--- src/rtl/id_ex_stage_pkg.sv ---
// Shared definitions for the ID/EX pipeline stage: control-word layout,
// ALU operation encodings and the default datapath width.
package id_ex_stage_pkg;

  localparam int XLEN_DEF = 32;
  localparam int CTRL_W   = 8;
  localparam int REG_W    = 5;

  // Bit positions inside the 8-bit control word, MSB first.
  localparam int CTRL_REG_WRITE  = 7;
  localparam int CTRL_MEM_READ   = 6;
  localparam int CTRL_MEM_WRITE  = 5;
  localparam int CTRL_MEM_TO_REG = 4;
  localparam int CTRL_ALU_SRC    = 3;
  localparam int CTRL_BRANCH     = 2;
  localparam int CTRL_ALU_OP_HI  = 1;
  localparam int CTRL_ALU_OP_LO  = 0;

  typedef enum logic [1:0] {
    ALU_OP_ADD    = 2'b00,
    ALU_OP_BRANCH = 2'b01,
    ALU_OP_RTYPE  = 2'b10,
    ALU_OP_ITYPE  = 2'b11
  } alu_op_e;

  // Same bit order as the flat control word, so a cast maps field-for-field.
  typedef struct packed {
    logic    reg_write;
    logic    mem_read;
    logic    mem_write;
    logic    mem_to_reg;
    logic    alu_src;
    logic    branch;
    alu_op_e alu_op;
  } ctrl_t;

  // x0 is hardwired to zero, so it never creates a dependency.
  function automatic logic reg_match(input logic [REG_W-1:0] rd,
                                     input logic [REG_W-1:0] rs);
    return (rd != '0) && (rd == rs);
  endfunction

endpackage

--- src/rtl/id_ex_stage_hazard_detect.sv ---
// Load-use hazard detection: a load in EX whose destination is read by the
// instruction in ID forces a one-cycle stall unless EX is flushing anyway.
module hazard_detect
  import id_ex_stage_pkg::*;
(
  input  logic             ex_valid,
  input  logic             ex_mem_read,
  input  logic [REG_W-1:0] ex_rd,
  input  logic             id_valid,
  input  logic             id_use_rs1,
  input  logic             id_use_rs2,
  input  logic [REG_W-1:0] id_rs1,
  input  logic [REG_W-1:0] id_rs2,
  input  logic             flush,
  output logic             load_use,
  output logic             pc_write,
  output logic             if_id_write
);

  logic rs1_dep;
  logic rs2_dep;

  assign rs1_dep  = id_use_rs1 && reg_match(ex_rd, id_rs1);
  assign rs2_dep  = id_use_rs2 && reg_match(ex_rd, id_rs2);
  assign load_use = ex_valid && ex_mem_read && id_valid && (rs1_dep || rs2_dep);

  // A flush kills the dependent instruction, so there is nothing to hold.
  assign pc_write    = !(load_use && !flush);
  assign if_id_write = pc_write;

endmodule

--- src/rtl/id_ex_stage.sv ---
// ID/EX pipeline register with load-use bubble insertion, flush handling,
// writeback-to-operand bypass and saturating stall/flush counters.
module id_ex_stage
  import id_ex_stage_pkg::*;
#(
  parameter int XLEN  = XLEN_DEF,
  parameter int CNT_W = 16
) (
  input  logic              clk,
  input  logic              rst_n,
  input  logic [XLEN-1:0]   IF_ID_pc,
  input  logic [XLEN-1:0]   IF_ID_rs1_data,
  input  logic [XLEN-1:0]   IF_ID_rs2_data,
  input  logic [XLEN-1:0]   IF_ID_imm,
  input  logic [4:0]        IF_ID_rs1,
  input  logic [4:0]        IF_ID_rs2,
  input  logic [4:0]        IF_ID_rd,
  input  logic              IF_ID_use_rs1,
  input  logic              IF_ID_use_rs2,
  input  logic              IF_ID_valid,
  input  logic [7:0]        IF_ID_ctrl,
  input  logic              MEM_WB_regWrite,
  input  logic [4:0]        MEM_WB_rd,
  input  logic [XLEN-1:0]   MEM_WB_data,
  input  logic              EX_flush,
  output logic [XLEN-1:0]   ID_EX_pc,
  output logic [XLEN-1:0]   ID_EX_rs1_data,
  output logic [XLEN-1:0]   ID_EX_rs2_data,
  output logic [XLEN-1:0]   ID_EX_imm,
  output logic [4:0]        ID_EX_rs1,
  output logic [4:0]        ID_EX_rs2,
  output logic [4:0]        ID_EX_rd,
  output logic [7:0]        ID_EX_ctrl,
  output logic              ID_EX_valid,
  output logic              pc_write,
  output logic              if_id_write,
  output logic [CNT_W-1:0]  stall_cnt,
  output logic [CNT_W-1:0]  flush_cnt
);

  typedef struct packed {
    logic [XLEN-1:0]  pc;
    logic [XLEN-1:0]  rs1_data;
    logic [XLEN-1:0]  rs2_data;
    logic [XLEN-1:0]  imm;
    logic [REG_W-1:0] rs1;
    logic [REG_W-1:0] rs2;
    logic [REG_W-1:0] rd;
    ctrl_t            ctrl;
    logic             valid;
  } ex_reg_t;

  ex_reg_t          ex_q;
  ex_reg_t          ex_d;
  logic             load_use;
  logic             stall_event;
  logic [CNT_W-1:0] stall_cnt_q;
  logic [CNT_W-1:0] flush_cnt_q;

  hazard_detect u_hazard_detect (
    .ex_valid    (ex_q.valid),
    .ex_mem_read (ex_q.ctrl.mem_read),
    .ex_rd       (ex_q.rd),
    .id_valid    (IF_ID_valid),
    .id_use_rs1  (IF_ID_use_rs1),
    .id_use_rs2  (IF_ID_use_rs2),
    .id_rs1      (IF_ID_rs1),
    .id_rs2      (IF_ID_rs2),
    .flush       (EX_flush),
    .load_use    (load_use),
    .pc_write    (pc_write),
    .if_id_write (if_id_write)
  );

  assign stall_event = load_use && !EX_flush;

  // NOTE: every field gets the bubble value before the conditional load, so
  // each path assigns everything and no latch can be inferred.
  always_comb begin
    ex_d = '0;
    if (!EX_flush && !load_use) begin
      ex_d.pc       = IF_ID_pc;
      ex_d.imm      = IF_ID_imm;
      ex_d.rs1      = IF_ID_rs1;
      ex_d.rs2      = IF_ID_rs2;
      ex_d.rd       = IF_ID_rd;
      ex_d.valid    = IF_ID_valid;
      ex_d.ctrl     = IF_ID_valid ? ctrl_t'(IF_ID_ctrl) : '0;
      // Register-file write happening this cycle is not yet visible in ID.
      ex_d.rs1_data = (MEM_WB_regWrite && reg_match(MEM_WB_rd, IF_ID_rs1))
                      ? MEM_WB_data : IF_ID_rs1_data;
      ex_d.rs2_data = (MEM_WB_regWrite && reg_match(MEM_WB_rd, IF_ID_rs2))
                      ? MEM_WB_data : IF_ID_rs2_data;
    end
  end

  // NOTE: state updates use non-blocking assignments so every register
  // samples pre-edge values regardless of statement order.
  always_ff @(posedge clk or negedge rst_n) begin
    if (!rst_n) begin
      ex_q <= '0;
    end else begin
      ex_q <= ex_d;
    end
  end

  always_ff @(posedge clk or negedge rst_n) begin
    if (!rst_n) begin
      stall_cnt_q <= '0;
      flush_cnt_q <= '0;
    end else begin
      if (stall_event && (stall_cnt_q != '1)) stall_cnt_q <= stall_cnt_q + CNT_W'(1);
      if (EX_flush && (flush_cnt_q != '1))    flush_cnt_q <= flush_cnt_q + CNT_W'(1);
    end
  end

  assign ID_EX_pc       = ex_q.pc;
  assign ID_EX_rs1_data = ex_q.rs1_data;
  assign ID_EX_rs2_data = ex_q.rs2_data;
  assign ID_EX_imm      = ex_q.imm;
  assign ID_EX_rs1      = ex_q.rs1;
  assign ID_EX_rs2      = ex_q.rs2;
  assign ID_EX_rd       = ex_q.rd;
  assign ID_EX_ctrl     = ex_q.ctrl;
  assign ID_EX_valid    = ex_q.valid;
  assign stall_cnt      = stall_cnt_q;
  assign flush_cnt      = flush_cnt_q;

endmodule

--- config.mk ---
export PLATFORM = sky130hd
export DESIGN_NAME = id_ex_stage
export DESIGN_NICKNAME = d
export VERILOG_FILES = /design/src/rtl/id_ex_stage_pkg.sv /design/src/rtl/id_ex_stage_hazard_detect.sv /design/src/rtl/id_ex_stage.sv
export SDC_FILE = /design/constraint.sdc
export NUM_CORES = 1
export LEC_CHECK = 0
export ABC_AREA = 1
export CAP_MARGIN = 20
export CORE_UTILIZATION = 38
export DETAILED_ROUTE_END_ITERATION = 16
export HOLD_SLACK_MARGIN = 0.12
export PLACE_DENSITY = 0.77
export SLEW_MARGIN = 20
export SYNTH_ARGS = -nofsm -noshare
export SYNTH_HDL_FRONTEND = slang
export SYNTH_HIERARCHICAL = 1
export SYNTH_SLANG_ARGS = --single-unit
--- constraint.sdc ---
create_clock -name clk -period 1.55 [get_ports clk]
set_input_delay 0.3875 -clock clk [delete_from_list [all_inputs] [get_ports clk]]
set_output_delay 0.3875 -clock clk [all_outputs]
set_load 0.02 [all_outputs]
* Word-level counts from Yosys, hierarchy flattened *
Index checks and enable logic that the tools add are counted.

storage, ports and cells
  bits in registers = 184
  latch bits = 0
  RAM bits = 0
  ROM bits = 0
  input port bits = 195
  output and inout port bits = 186
  word-level logic and storage cells = 50
  memories = 0

cells by class
  add/subtract/negate cells = 2
  multipliers = 0
  div/mod/pow operators = 0
  $lt $le $gt $ge = 0
  equality and inequality tests = 6
  shifts and indexed selects = 0
  multiplexer cells = 4
  bitwise logic cells = 0
  reduce and logical (&&, ||, !) cells = 21

operator list
  operator                                        number
  two-way mux 152 bit                             1
  two-way mux 32 bit                              2
  adder 16 x 1 -> 16 bit (second input constant)  2
  inequality test 16 bit (second input constant)  2
  equality test 5 bit                             4
  logical AND 1 bit                               15
  nonzero test 5 bit                              2
  two-way mux 8 bit                               1
  zero test 1 bit                                 3
  logical OR 1 bit                                1

* Logic depth before layout (Yosys ltp) *
  word-level depth = 8
  depth in mapped cells = 11
  mapped depth without buffers = 10

* By module *
The synthesis kept the hierarchy.

modules (own cells, without submodules)
  module         times used  cells each  area an instance (um2)  seq. area each (um2)
  id_ex_stage    1           1012        8171.6                  4604.4
  hazard_detect  1           62          255.2                   0.0

* Worst setup path before layout *
Ideal clock, no wire load.

  path type = register to output
  from = reg ex_q (netlist bit ID_EX_rd[1])
  to = out pc_write
  data arrival time = 1.350 ns
  required time = 1.162 ns
  slack = -0.188 ns
  stages on the path, launching flop included = 9
  path buffers = 1
  path through = dfrtp_1 > inv_1 > nand2_1 > nand2_1 > nor2_1 > nand3_2 > nand2_1 > nand3_1 > buf_4

on the way
  word-level cells in the longest chain between the ends = 7
  elaborated cells between the ends (all ways) = 11
  those cells by class = eq/ne: 2; reduce/logical: 9

ends and longest elaborated chain
  element                                                    RTL line                                                          text
  from (decl)                                                id_ex_stage.sv:53                                                 ex_reg_t ex_q;
  from (signal assigned)                                     id_ex_stage.sv:101                                                ex_q <= '0;
  from (signal assigned)                                     id_ex_stage.sv:103                                                ex_q <= ex_d;
  equality test 5 bit or nonzero test 5 bit (tied branches)  id_ex_stage_pkg.sv:40                                             return (rd != '0) && (rd == rs);
  logical AND 1 bit                                          id_ex_stage_pkg.sv:40
  logical AND 1 bit (on tied branches)                       id_ex_stage_hazard_detect.sv:23, id_ex_stage_hazard_detect.sv:24
  logical OR 1 bit *                                         id_ex_stage_hazard_detect.sv:25                                   assign load_use = ex_valid && ex_mem_read && id_valid && (rs1_dep || rs2_dep);
  logical AND 1 bit *                                        id_ex_stage_hazard_detect.sv:25
  logical AND 1 bit *                                        id_ex_stage_hazard_detect.sv:28                                   assign pc_write = !(load_use && !flush);
  zero test 1 bit *                                          id_ex_stage_hazard_detect.sv:28
  to (decl)                                                  id_ex_stage.sv:35                                                 output logic pc_write,

Mark *: on every way between the ends. The rest lies on a longest branch, timed or not.

* Worst setup path in the final report *
  from = reg ex_q (netlist bit ID_EX_rd[0])
  to = out if_id_write

on the way
  word-level cells in the longest chain between the ends = 7
  elaborated cells between the ends (all ways) = 11
  those cells by class = eq/ne: 2; reduce/logical: 9

ends and longest elaborated chain
  element                                                    RTL line                                                          text
  equality test 5 bit or nonzero test 5 bit (tied branches)  id_ex_stage_pkg.sv:40
  logical AND 1 bit                                          id_ex_stage_pkg.sv:40
  logical AND 1 bit (on tied branches)                       id_ex_stage_hazard_detect.sv:23, id_ex_stage_hazard_detect.sv:24
  logical OR 1 bit *                                         id_ex_stage_hazard_detect.sv:25
  logical AND 1 bit *                                        id_ex_stage_hazard_detect.sv:25
  logical AND 1 bit *                                        id_ex_stage_hazard_detect.sv:28
  zero test 1 bit *                                          id_ex_stage_hazard_detect.sv:28
  to (decl)                                                  id_ex_stage.sv:36                                                 output logic if_id_write,

Marks and branches as above.

==> flow_summary.toml <==
[synthesis]
synth-edff-count = 0
synth_xor_area_share_pct = 2.39
ys.flop_type = "dfrtp_1"
yosys.area.top_type = "dfrtp_1"
syn_area_mm2 = 0.00843
synth_top_family_by_area = "simple AND/OR/NAND/NOR gates"
synthTopCellsByCount = "nand2_1, nor2_1, dfrtp_1"
synth_compound_area_share_pct = 1.17
synth-simple-area-share_pct = 31.2
syn_nets = 1271
synthMuxAreaShare_pct = 0
synth.distinct_cells = 29
synthAdderAreaFrac_pct = 0.297
ys_seq_area_share_pct = 54.6
syn_inst = 1074
synth.most_common_cell = "nand2_1"
syn_area_per_cell_um2 = 7.85
netlist_top_cells_area = "dfrtp_1, nand2_1, nor2_1"
synth-seq-cells = 184
async_flop_share_pct = 100
ys_warn_count = 6
synth_top_area_share_pct = 54.6

[clocking]
cts_sinks = 184
cts_made_buffers = 17
clk_pin_slew_ps = 70
root_buffer = "clkbuf_16"
clk_latency_ps = 430
clk_path_buf_depth = 2
htree_levels = 4
cts_tree = "built"

[detailed_routing]
wl_per_cell_um = 15.7
routed_wl_um = 28600
dr_total_vias = 8274
drt-vias-per-instance = 4.55
drtIter0Drc = 400
ant_nets = 0
firstDrtPassIters = 5
drcViolationCount = 0

[die]
start_util_pct = 38.7
dieHeight_um = 151
dieArea_mm2 = 0.0228
num_io_pins = 381
core_area_mm2 = 0.0218
die_w_um = 151
row_count = 54

[sta]
rsz0062_at_grt = "true"
fin_crit_ps = 2050
hold_viol = 0
tightest_slew_ps = 333
finalSetupViolCount = 171
fmax_mhz = 488
relSlewSlack_pct = 77.7
whs_ps = 381
setup_slack_ps = -498
fin_worst_skew_ps = 15.9
finalMaxSlewViolations = 0
min_period_over_period_pct = 132

[power]
p_per_area_mw_per_mm2 = 873
power.total_w = 0.0121
p_leak_nw = 7.34
ir_worst_vdd_uv = 639

[cells_and_area]
num-fill-cells = 1927
regArea_mm2 = 0.00463
multi_input_area_mm2 = 0.00307
num_antenna_cells = 0
area_growth_pct = 64.0
drive_gt1_share_pct = 14.7
post_layout_nonfiller_instances = 1820
nets = 1724

[grt]
grt_max_degree = 48
grt_pass1_wl_um = 43000
grt.total_usage_pct = 25.3
antenna_found_initial = 3
grt_pass1_vias = 7962
overflow = 0

[worst_setup_path]
start_kind = "flop"
path_max_fanout = 4
end_kind = "primary output"
critPathKind = "flop to primary output"
cp.arrival_ps = 1660
crit_required_ps = 1160

[placement]
place_hpwl_um = 21200
dp.cells = 1768
place_congestion = 0.900
port_buffers = 380

[status]
status = "finished, violations left"
violations = "setup timing"

[job]
drv_cap = 0

[worst_hold_path]
hold_path.class = "input pin to flop"
==> cell type report <==
| type | instances | share of cell area, % |
|---|---|---|
| clock buffers | 17 | 3.08 |
| well taps | 280 | 2.54 |
| inverters | 159 | 4.37 |
| clock inverters | 15 | 1.28 |
| multi-input cells | 691 | 22.2 |
| flip-flops and latches | 184 | 33.5 |
| repair buffers | 474 | 33.1 |
==> flip-flops by register name, indices dropped and copies added (netlist names) <==
signal / count
ID_EX_imm: 32
ID_EX_pc: 32
ID_EX_rs1_data: 32
ID_EX_rs2_data: 32
flush_cnt: 16
stall_cnt: 16
ID_EX_ctrl: 8
ID_EX_rd: 5
ID_EX_rs1: 5
ID_EX_rs2: 5
ID_EX_valid: 1
==> routing by layer <==
metal / global-route usage (%) / vias up / share of wire [%]
met5: 0 / - / 0.14
met4: 8.85 / 6 / 2.7
met3: 7.50 / 54 / 8.5
met2: 41.4 / 353 / 49
met1: 31.6 / 3783 / 40
li1: - / 4078 / -
==> logic make-up after synthesis <==
family | Yosys count
compound gates | 14
xor+xnor | 23
fa+ha+maj | 2
buf+inv | 200
flops | 184
simple gates | 651
==> final timing paths <==
path,slack (ps),from,to,depth (start not counted)
setup / recovery,-500,ID_EX_rd[0],if_id_write,9
hold / removal,380,IF_ID_rs2[1],ID_EX_rs2[1],4
setup reg to reg,-470,ID_EX_rd[0],ID_EX_rs1_data[26],13
hold reg to reg,510,stall_cnt[1],stall_cnt[1],2
max in group asynchronous,540,rst_n,ID_EX_rd[1],3
min in group asynchronous,420,rst_n,ID_EX_rs1_data[2],2
==> through the flow <==
step / setup TNS, ps / utilization (%) / setup slack (ps) / area, µm²
after detailed placement: -117430 / 60.1 / -969 / 13100
after global routing: -90840 / 63.5 / -578 / 13800
after CTS: -70300 / 63.4 / -508 / 13800
final: -72690 / 63.5 / -498 / 13800
after floorplan: -0.724 / - / -0.510 / 8480
after global placement: -116400 / 60.1 / -966 / 13100
==> timing repair <==
item,CTS,global route
hold buffers,1,0
buffers inserted,15,0
cloned,4,1
gates resized for setup,314,24
setup endpoints to repair,354,251
pin swaps,8,6
endpoints found under the hold margin,19,0
==> worst max-delay path, stage by stage (launching register included) <==
cell and delay [ps]:
dfrtp_2 410, inv_2 70, nand2_1 50, nand2_1 40, nor2_1 110, buf_4 150, nand3_4 90, nand2_4 80
nand3_4 90, buf_6 150
==> cell usage in the layout, fill, tap and decap left out, drive strengths merged <==
master	netlist	layout
dfrtp	184	184
clkdlybuf4s15	0	25
nand2	290	290
bufbuf	0	3
xnor2	14	14
clkdlybuf4s50	0	189
dlygate4sd3	0	1
nand4	4	4
o21ai	10	10
ha	2	2
inv	159	165
dlymetal6s2s	0	3
dlygate4sd2	0	142
clkinv	0	7
buf	34	108
clkbuf	7	20
a21oi	3	3
nor3	2	2
o21bai	1	2
and3	1	1
nand3b	1	1
xor2	9	9
nor2	270	270
clkinvlp	0	2
nand3	83	83
==> report_power, final <==
| group | internal [W] | switching, W |
|---|---|---|
| clock | 0.00218 | 0.00221 |
| combinational | 0.00119 | 0.00129 |
| sequential | 0.00506 | 0.000119 |
(Power assumes the default switching activity.)
